`src/rtl/stopwatch_pkg.sv`:
```
// rtl/stopwatch_pkg.sv - shared state encoding and 7-segment patterns for the stopwatch controller
package stopwatch_pkg;

    typedef enum logic [1:0] {
        IDLE  = 2'd0,
        RUN   = 2'd1,
        PAUSE = 2'd2
    } state_t;

    // Active-low {a..g}
    localparam logic [6:0] SEG_ZERO = 7'b0000001;
    localparam logic [6:0] SEG_BLANK = 7'b1111111;

    localparam logic [6:0] SEG_DIGIT [0:9] = '{
        7'b0000001, 7'b1001111, 7'b0010010, 7'b0000110, 7'b1001100,
        7'b0100100, 7'b0100000, 7'b0001111, 7'b0000000, 7'b0001100
    };

    function automatic logic [6:0] seg_decode(input logic [3:0] d);
        if (d > 4'd9) begin
            return SEG_BLANK;
        end
        return SEG_DIGIT[d];
    endfunction

endpackage

```
`src/rtl/sw_bcd_digit.sv`:
```
// rtl/sw_bcd_digit.sv - one mod-10 BCD digit with synchronous clear and ripple carry
module sw_bcd_digit (
    input  logic       clk,
    input  logic       reset,
    input  logic       clr,
    input  logic       inc,
    output logic [3:0] q,
    output logic       carry
);

    assign carry = inc & (q == 4'd9);

    always_ff @(posedge clk or posedge reset) begin
        if (reset) begin
            q <= 4'd0;
        end else if (clr) begin
            q <= 4'd0;
        end else if (inc) begin
            q <= carry ? 4'd0 : q + 4'd1;
        end
    end

endmodule

```
`src/rtl/stopwatch_ctrl.sv`:
```
// rtl/stopwatch_ctrl.sv - stopwatch run/pause/clear sequencing, SS.hh BCD count, seg drive, scan enable
// Build option: define STOPWATCH_LAP_EN for the lap-hold display freeze.
module stopwatch_ctrl
    import stopwatch_pkg::*;
#(
    parameter int CLK_HZ  = 100_000_000,
    parameter int TICK_HZ = 100,
    parameter int SCAN_HZ = 1000
) (
    input  logic        clk,
    input  logic        reset,
    input  logic        btn_ss,
    input  logic        btn_clr,
    output logic [6:0]  seg0,
    output logic [6:0]  seg1,
    output logic [6:0]  seg2,
    output logic [6:0]  seg3,
    output logic        scan_en,
    output logic        running,
    output logic [15:0] bcd
);

    localparam int DIV_T = CLK_HZ / TICK_HZ;
    localparam int DIV_S = CLK_HZ / SCAN_HZ;
    localparam int TW    = $clog2(DIV_T);
    localparam int SW    = $clog2(DIV_S);

    state_t         state;
    state_t         state_next;
    logic           in_idle;
    logic [2:0]     ss_sync;
    logic [2:0]     clr_sync;
    logic           ss_p;
    logic           clr_p;
    logic           clr_eff;
    logic           seg_load;
    logic [TW-1:0]  tcnt;
    logic           tick;
    logic [SW-1:0]  scnt;
    logic [3:0]     d0, d1, d2, d3;
    logic           c0, c1, c2;
    logic           carry_unused;

    // Two sync stages, a third for edge history; the pulse is registered.
    always_ff @(posedge clk or posedge reset) begin
        if (reset) begin
            ss_sync  <= 3'd0;
            clr_sync <= 3'd0;
            ss_p     <= 1'b0;
            clr_p    <= 1'b0;
        end else begin
            ss_sync  <= {ss_sync[1:0], btn_ss};
            clr_sync <= {clr_sync[1:0], btn_clr};
            ss_p     <= ss_sync[1] & ~ss_sync[2];
            clr_p    <= clr_sync[1] & ~clr_sync[2];
        end
    end

`ifdef STOPWATCH_LAP_EN
    logic lap_hold;
    logic lap_toggle;

    assign lap_toggle = clr_p && (state == RUN);
    assign clr_eff    = clr_p && (state != RUN);
    assign seg_load   = ~lap_hold;

    always_ff @(posedge clk or posedge reset) begin
        if (reset) begin
            lap_hold <= 1'b0;
        end else if (clr_eff) begin
            lap_hold <= 1'b0;
        end else if (lap_toggle) begin
            lap_hold <= ~lap_hold;
        end
    end
`else
    assign clr_eff  = clr_p;
    assign seg_load = 1'b1;
`endif

    always_ff @(posedge clk or posedge reset) begin
        if (reset) begin
            state <= IDLE;
        end else begin
            state <= state_next;
        end
    end

    always_comb begin
        state_next = state;
        if (clr_eff) begin
            state_next = IDLE;
        end else if (ss_p) begin
            case (state)
                IDLE:    state_next = RUN;
                RUN:     state_next = PAUSE;
                PAUSE:   state_next = RUN;
                default: state_next = IDLE;
            endcase
        end
    end

    always_comb begin
        running = (state == RUN);
        in_idle = (state == IDLE);
    end

    // Held in PAUSE so a resume finishes the interrupted 10 ms slot.
    always_ff @(posedge clk or posedge reset) begin
        if (reset) begin
            tcnt <= '0;
        end else if (in_idle) begin
            tcnt <= '0;
        end else if (running) begin
            tcnt <= tick ? '0 : tcnt + TW'(1);
        end
    end

    assign tick = running && (tcnt == TW'(DIV_T - 1));

    sw_bcd_digit u_d0 (.clk(clk), .reset(reset), .clr(clr_eff), .inc(tick), .q(d0), .carry(c0));
    sw_bcd_digit u_d1 (.clk(clk), .reset(reset), .clr(clr_eff), .inc(c0),   .q(d1), .carry(c1));
    sw_bcd_digit u_d2 (.clk(clk), .reset(reset), .clr(clr_eff), .inc(c1),   .q(d2), .carry(c2));
    sw_bcd_digit u_d3 (.clk(clk), .reset(reset), .clr(clr_eff), .inc(c2),   .q(d3), .carry(carry_unused));

    assign bcd = {d3, d2, d1, d0};

    always_ff @(posedge clk or posedge reset) begin
        if (reset) begin
            seg0 <= SEG_ZERO;
            seg1 <= SEG_ZERO;
            seg2 <= SEG_ZERO;
            seg3 <= SEG_ZERO;
        end else if (seg_load) begin
            seg0 <= seg_decode(d0);
            seg1 <= seg_decode(d1);
            seg2 <= seg_decode(d2);
            seg3 <= seg_decode(d3);
        end
    end

    always_ff @(posedge clk or posedge reset) begin
        if (reset) begin
            scnt    <= '0;
            scan_en <= 1'b0;
        end else begin
            scan_en <= (scnt == SW'(DIV_S - 1));
            scnt    <= (scnt == SW'(DIV_S - 1)) ? '0 : scnt + SW'(1);
        end
    end

endmodule

```
`config.mk`:
```
export PLATFORM = sky130hd
export DESIGN_NAME = stopwatch_ctrl
export DESIGN_NICKNAME = d
export VERILOG_FILES = /design/src/rtl/stopwatch_pkg.sv /design/src/rtl/sw_bcd_digit.sv /design/src/rtl/stopwatch_ctrl.sv
export SDC_FILE = /design/constraint.sdc
export NUM_CORES = 1
export LEC_CHECK = 0
export ABC_AREA = 1
export CAP_MARGIN = 20
export CORE_MARGIN = 8
export CORE_UTILIZATION = 57
export DETAILED_ROUTE_END_ITERATION = 12
export GPL_ROUTABILITY_DRIVEN = 0
export PLACE_DENSITY = 0.8
export SLEW_MARGIN = 25
export SYNTH_ARGS = -nofsm -noshare
export SYNTH_HDL_FRONTEND = slang
export SYNTH_SLANG_ARGS = --single-unit
```
`constraint.sdc`:
```
create_clock -name clk -period 3.8 [get_ports clk]
set_input_delay 0.76 -clock clk [delete_from_list [all_inputs] [get_ports clk]]
set_output_delay 0.76 -clock clk [all_outputs]
set_load 0.02 [all_outputs]
```
---- Word level (Yosys, flattened, before mapping) ----
Memory sizes are Yosys's and may differ from the RTL's.
Cells that the tools add are included.
operators by class
  $lt $le $gt $ge ......................... 8
  reductions and logical operators ........ 9
  $add $sub $neg .......................... 6
  eq/ne operators ......................... 8
  bitwise logic cells ..................... 12
  multiplexer cells ....................... 39
operators by type and width
  kind                                           count
  two-way mux 7 bit                              16
  two-way mux 20 bit                             3
  two-way mux 4 bit                              12
  adder 20 x 1 -> 20 bit, second input constant  1
  == test 20 bit, second input constant          1
  >= comparator 5 bit, second input constant     4
  inverter 4 -> 5 bit                            4
  adder 17 x 1 -> 17 bit, second input constant  1
  == test 17 bit, second input constant          1
  two-way mux 17 bit                             1
  adder 4 x 1 -> 4 bit, second input constant    4
  == test 4 bit, second input constant           4
  > comparator 4 bit, second input constant      4
  nonzero test 2 bit                             6
  bitwise AND 1 bit                              6
  two-way mux 1 bit                              4
  two-way mux 2 bit                              2
  case mux 2 bit (2 select lines)                1
  == test 2 x 1 -> 1 bit, second input constant  1
  == test 2 bit, second input constant           1
  zero test 2 bit                                1
  inverter 1 bit                                 2
  OR reduction 2 bit                             1
  logical AND 1 bit                              1
word-level totals
  logic and storage cells ................. 102
  output and inout port bits .............. 46
  memory bits (read-only) ................. 448
  memories kept ........................... 4
  register bits ........................... 92
memory list
  name             words  width  rd ports  clocked after Yosys merged registers in  wr ports  line                 RTL
  (no name shown)  16     7      1         0                                        0         stopwatch_pkg.sv:23  return SEG_DIGIT[d];
  (no name shown)  16     7      1         0                                        0         stopwatch_pkg.sv:23
  (no name shown)  16     7      1         0                                        0         stopwatch_pkg.sv:23
  (no name shown)  16     7      1         0                                        0         stopwatch_pkg.sv:23

---- Longest topological paths before layout ----
  depth in word-level cells ............... 9
  depth in mapped cells ................... 11
  gate-level depth less buffers ........... 11

---- Cells and area by module ----
From an unflattened synthesis, not the netlist that was laid out.
second synthesis, totals
  cells, all modules ...................... 609
  area total of the unflattened synthesis .. 5,016.1 um2
modules (own cells, without submodules)
  module          area each (um2)  seq. area each (um2)  cells each  instances
  stopwatch_ctrl  3,915.0          1,906.8               453         1
  sw_bcd_digit    275.3            100.1                 39          4

---- Worst setup path before layout ----
OpenSTA, ideal clock, no wires.
  path kind ............................... register to register
  start point ............................. register u_d0.q[1]
  end point ............................... register u_d1.q[3]
  required time ........................... 3.680 ns
  path slack .............................. 2.165 ns
  cell stages (with the launch flop) ...... 10
  setup time .............................. 0.120 ns
  data arrival time ....................... 1.514 ns
  path through ............................ dfrtp_1 inv_1 ha_1 inv_1 nor3_4 inv_1 o21ai_4 nand3_1 nand2_1 nor2_1
between the ends
  longest elaborated chain between the ends .. 6
  elaborated cells on any way between the ends .. 7
RTL lines
  what                      line                RTL
  start: declaration        sw_bcd_digit.sv:7   output logic [3:0] q,
  start signal: assignment  sw_bcd_digit.sv:19  q <= carry ? 4'd0 : q + 4'd1;
  == test 4 bit (*)         sw_bcd_digit.sv:11  assign carry = inc & (q == 4'd9);
  bitwise AND 1 bit (*)     sw_bcd_digit.sv:11
  bitwise AND 1 bit         sw_bcd_digit.sv:11
  two-way mux 4 bit         sw_bcd_digit.sv:19
  two-way mux 4 bit         sw_bcd_digit.sv:18  end else if (inc) begin
  two-way mux 4 bit         sw_bcd_digit.sv:16  end else if (clr) begin
  end signal: assignment    sw_bcd_digit.sv:19
  end: declaration          sw_bcd_digit.sv:7
Mark *: on every way between the ends. The rest lies on a longest branch, timed or not. The select of a mux whose other input is x is not followed.
A chain may end at the register's enable or synchronous reset.

---- Worst setup path after layout ----
  start point ............................. register state[1]
  end point ............................... output running
between the ends
  longest elaborated chain between the ends .. 1
RTL lines
  what                      line                   RTL
  start: declaration        stopwatch_ctrl.sv:28   state_t state;
  start signal: assignment  stopwatch_ctrl.sv:85   state <= state_next;
  == test 2 x 1 -> 1 bit    stopwatch_ctrl.sv:104  running = (state == RUN);
  end: declaration          stopwatch_ctrl.sv:19   output logic running,
No other way between the ends.

==> metrics.txt <==
Yosys warnings=0; Hold Path Stages=0; nets=624; M3 GR Usage=0.0416; crit-path cells=nor2_4 > clkdlybuf4s50_1; first-pass GRT wire length=17600 µm; maximum vdd ir drop=0.000234 V; Place WS=1.60 ns; CP required=3.04 ns; grt met1 use=0.230; Post-Synth XOR/XNOR Area=0.0272; TritonRoute pass-1 iters=4; Routed WL=10300 µm; die area=11700 µm²; clk sink count=92; kind of critical path=register to output port; RSZ-0062 raised after global routing=no; final hold slack=0.351 ns; worst skew pair latency=0.36 ns; final setup vio count=0; setup bufs post-CTS=0; Yosys top cell area share=0.457; Ports=50; Core ar.=8220 µm²; Root Buffer=clkbuf_8; post-synthesis adder-cell area fraction=0.0571; MaxCap Viol Count=0; hold_buf cts=0; setup tns final=0 ns; Power Density=329 nW/µm²; Die X=108 µm; Critical Path Slowest Stage Cell=clkdlybuf4s50_1; Final period util=0.678; initial antenna violation count=0; total CTS buffers=9; CP peak stage delay=0.63 ns; Syn Nets=569; vias in the first global route=3880; CP arrival=1.82 ns; Async S/R FF share, synth=1.00; Hold Fails Final Rpt=0; clock skew=0.0103 ns; multiplexer area fraction after synthesis=0; Max clock buf depth=2; count of cells resized by post-cts repair=0; compound-cell area share of the yosys netlist=0.105; most instantiated cells after synthesis=90 x nand2_1, 88 x dfrtp_1, 69 x inv_1, 48 x nor2_1, 44 x o21ai_0; Netlist cell types=42; worst-margin pin slew=0.826 ns; hpwl dp=7480 µm; syn_area_per_cell=8.88 µm²; post-synthesis simple-gate area fraction=0.264; Iter 0 DRT Violations=201; #FFs+latches synth=92; Area Overhead vs Synth=17.6%; drt drc=0; Most Crowded Layer GR=met2; startpoint types=register; Worst Path Max Fanout=14; post-route ant nets=0; global route overflow=0; met2 Use GR=0.312; Hold Path Class=register to register; largest net degree at the start of global routing=48; number of flops mapped to enable cells by yosys=0; fill count=632; Die Y=108 µm; ys flop type=dfrtp_1; max-slew violation count=0; CP Depth=2; crit path time final=2.58 ns; synthesized area=4820 µm²; most common cell in the synthesized netlist=nand2_1; FP Rows=33; Total Routing Usage GR=0.186; Peak Freq=388 MHz; Vias/cell=5.45; Buf+Inv Stages, Crit Path=1; Starting Density=0.587; cell taking the most area after synthesis=dfrtp_1; Rel. slew slack=0.448; Synth Instances=543; share of layout cells above drive strength 1=0.113; CTS tree=built; top post-synthesis cells by area=dfrtp_1 46%, nand2_1 7.0%, ha_1 5.7%; sequential share of the synthesized area=0.478; Leak=0.00250 µW; H-tree depth=3; vias=3859; Clock transition at path regs=0.08 ns; R2R depth=10; drt wl/cell=14.5 µm; status=finished clean; ant diodes=0; post-route setup slack=1.22 ns; main combinational cell family by area after synthesis=simple AND/OR/NAND/NOR gates; Crit. End Element=output port; critical path's top delay family=buffers and inverters; input/output buffers=49
## worst paths after layout
kind	startpoint	end	slack [ns]
setup reg to reg	tcnt[0]	tcnt[14]	1.72
hold reg to reg	clr_sync[0]	clr_sync[1]	0.35
hold / removal	clr_sync[0]	clr_sync[1]	0.35
max in group asynchronous	reset	seg0[0]	2.15
min in group asynchronous	reset	scnt[7]	0.87
setup / recovery	state[1]	running	1.22
## cell type report
cell class | count | area [µm²] | share of cell area
sequential | 92 | 2310 | 0.407
multi-input combinational | 365 | 2190 | 0.386
timing repair buffer | 50 | 510 | 0.0900
inverter | 80 | 302 | 0.0532
clock buffer | 12 | 135 | 0.0238
tap | 105 | 131 | 0.0232
clock inverter | 4 | 97.6 | 0.0172
## state kept, by name (all words and copies together) (netlist names)
name and count:
state 2, u_d2.q 4, tcnt 20, seg3 7
u_d0.q 4, clr_eff 1, ss_sync 3, seg0 7
clr_sync 3, scnt 17, ss_p 1, seg2 7
u_d3.q 4, seg1 7, scan_en 1, u_d1.q 4
## layout by cell type, fill, tap and decap left out, types with 13 or more instances in the layout
cell	synthesis	layout
nand2_1	90	90
dfrtp_1	88	88
inv_1	69	68
clkdlybuf4s50_1	0	49
nor2_1	48	48
o21ai_0	44	44
nand3_1	36	36
ha_1	22	22
nand4_1	14	14
nor3_1	13	13
## metal layers
layer / share of wire / vias to the layer above
li1: - / 1901
met1: 0.44 / 1854
met2: 0.50 / 90
met3: 0.045 / 14
met4: 0.012 / 0
met5: 0 / -
## metrics by stage
step / util / total power, µW / std cells / area [µm²]
final: 0.690 / 1870 / 708 / 5670
after CTS: 0.690 / 1880 / 708 / 5670
after floorplan: - / 1090 / 543 / 4820
after global routing: 0.690 / 1940 / 708 / 5670
after global placement: 0.662 / 1120 / 692 / 5440
after detailed placement: 0.662 / 1120 / 692 / 5440
## where the power goes
group / total, µW / switching [µW] / internal (µW)
Sequential: 1010 / 16.6 / 992
Clock: 764 / 326 / 438
Combinational: 92.9 / 66.4 / 26.5
Total: 1870 / 409 / 1460
## cell families after synthesis
group	after synthesis
flip-flops	92
adder cells (fa/ha/maj)	22
AO/OA/AOI/OAI	85
AND/OR/NAND/NOR	243
buffers and inverters	86
XOR/XNOR	15
No activity file was read; power rests on OpenSTA's default activity.
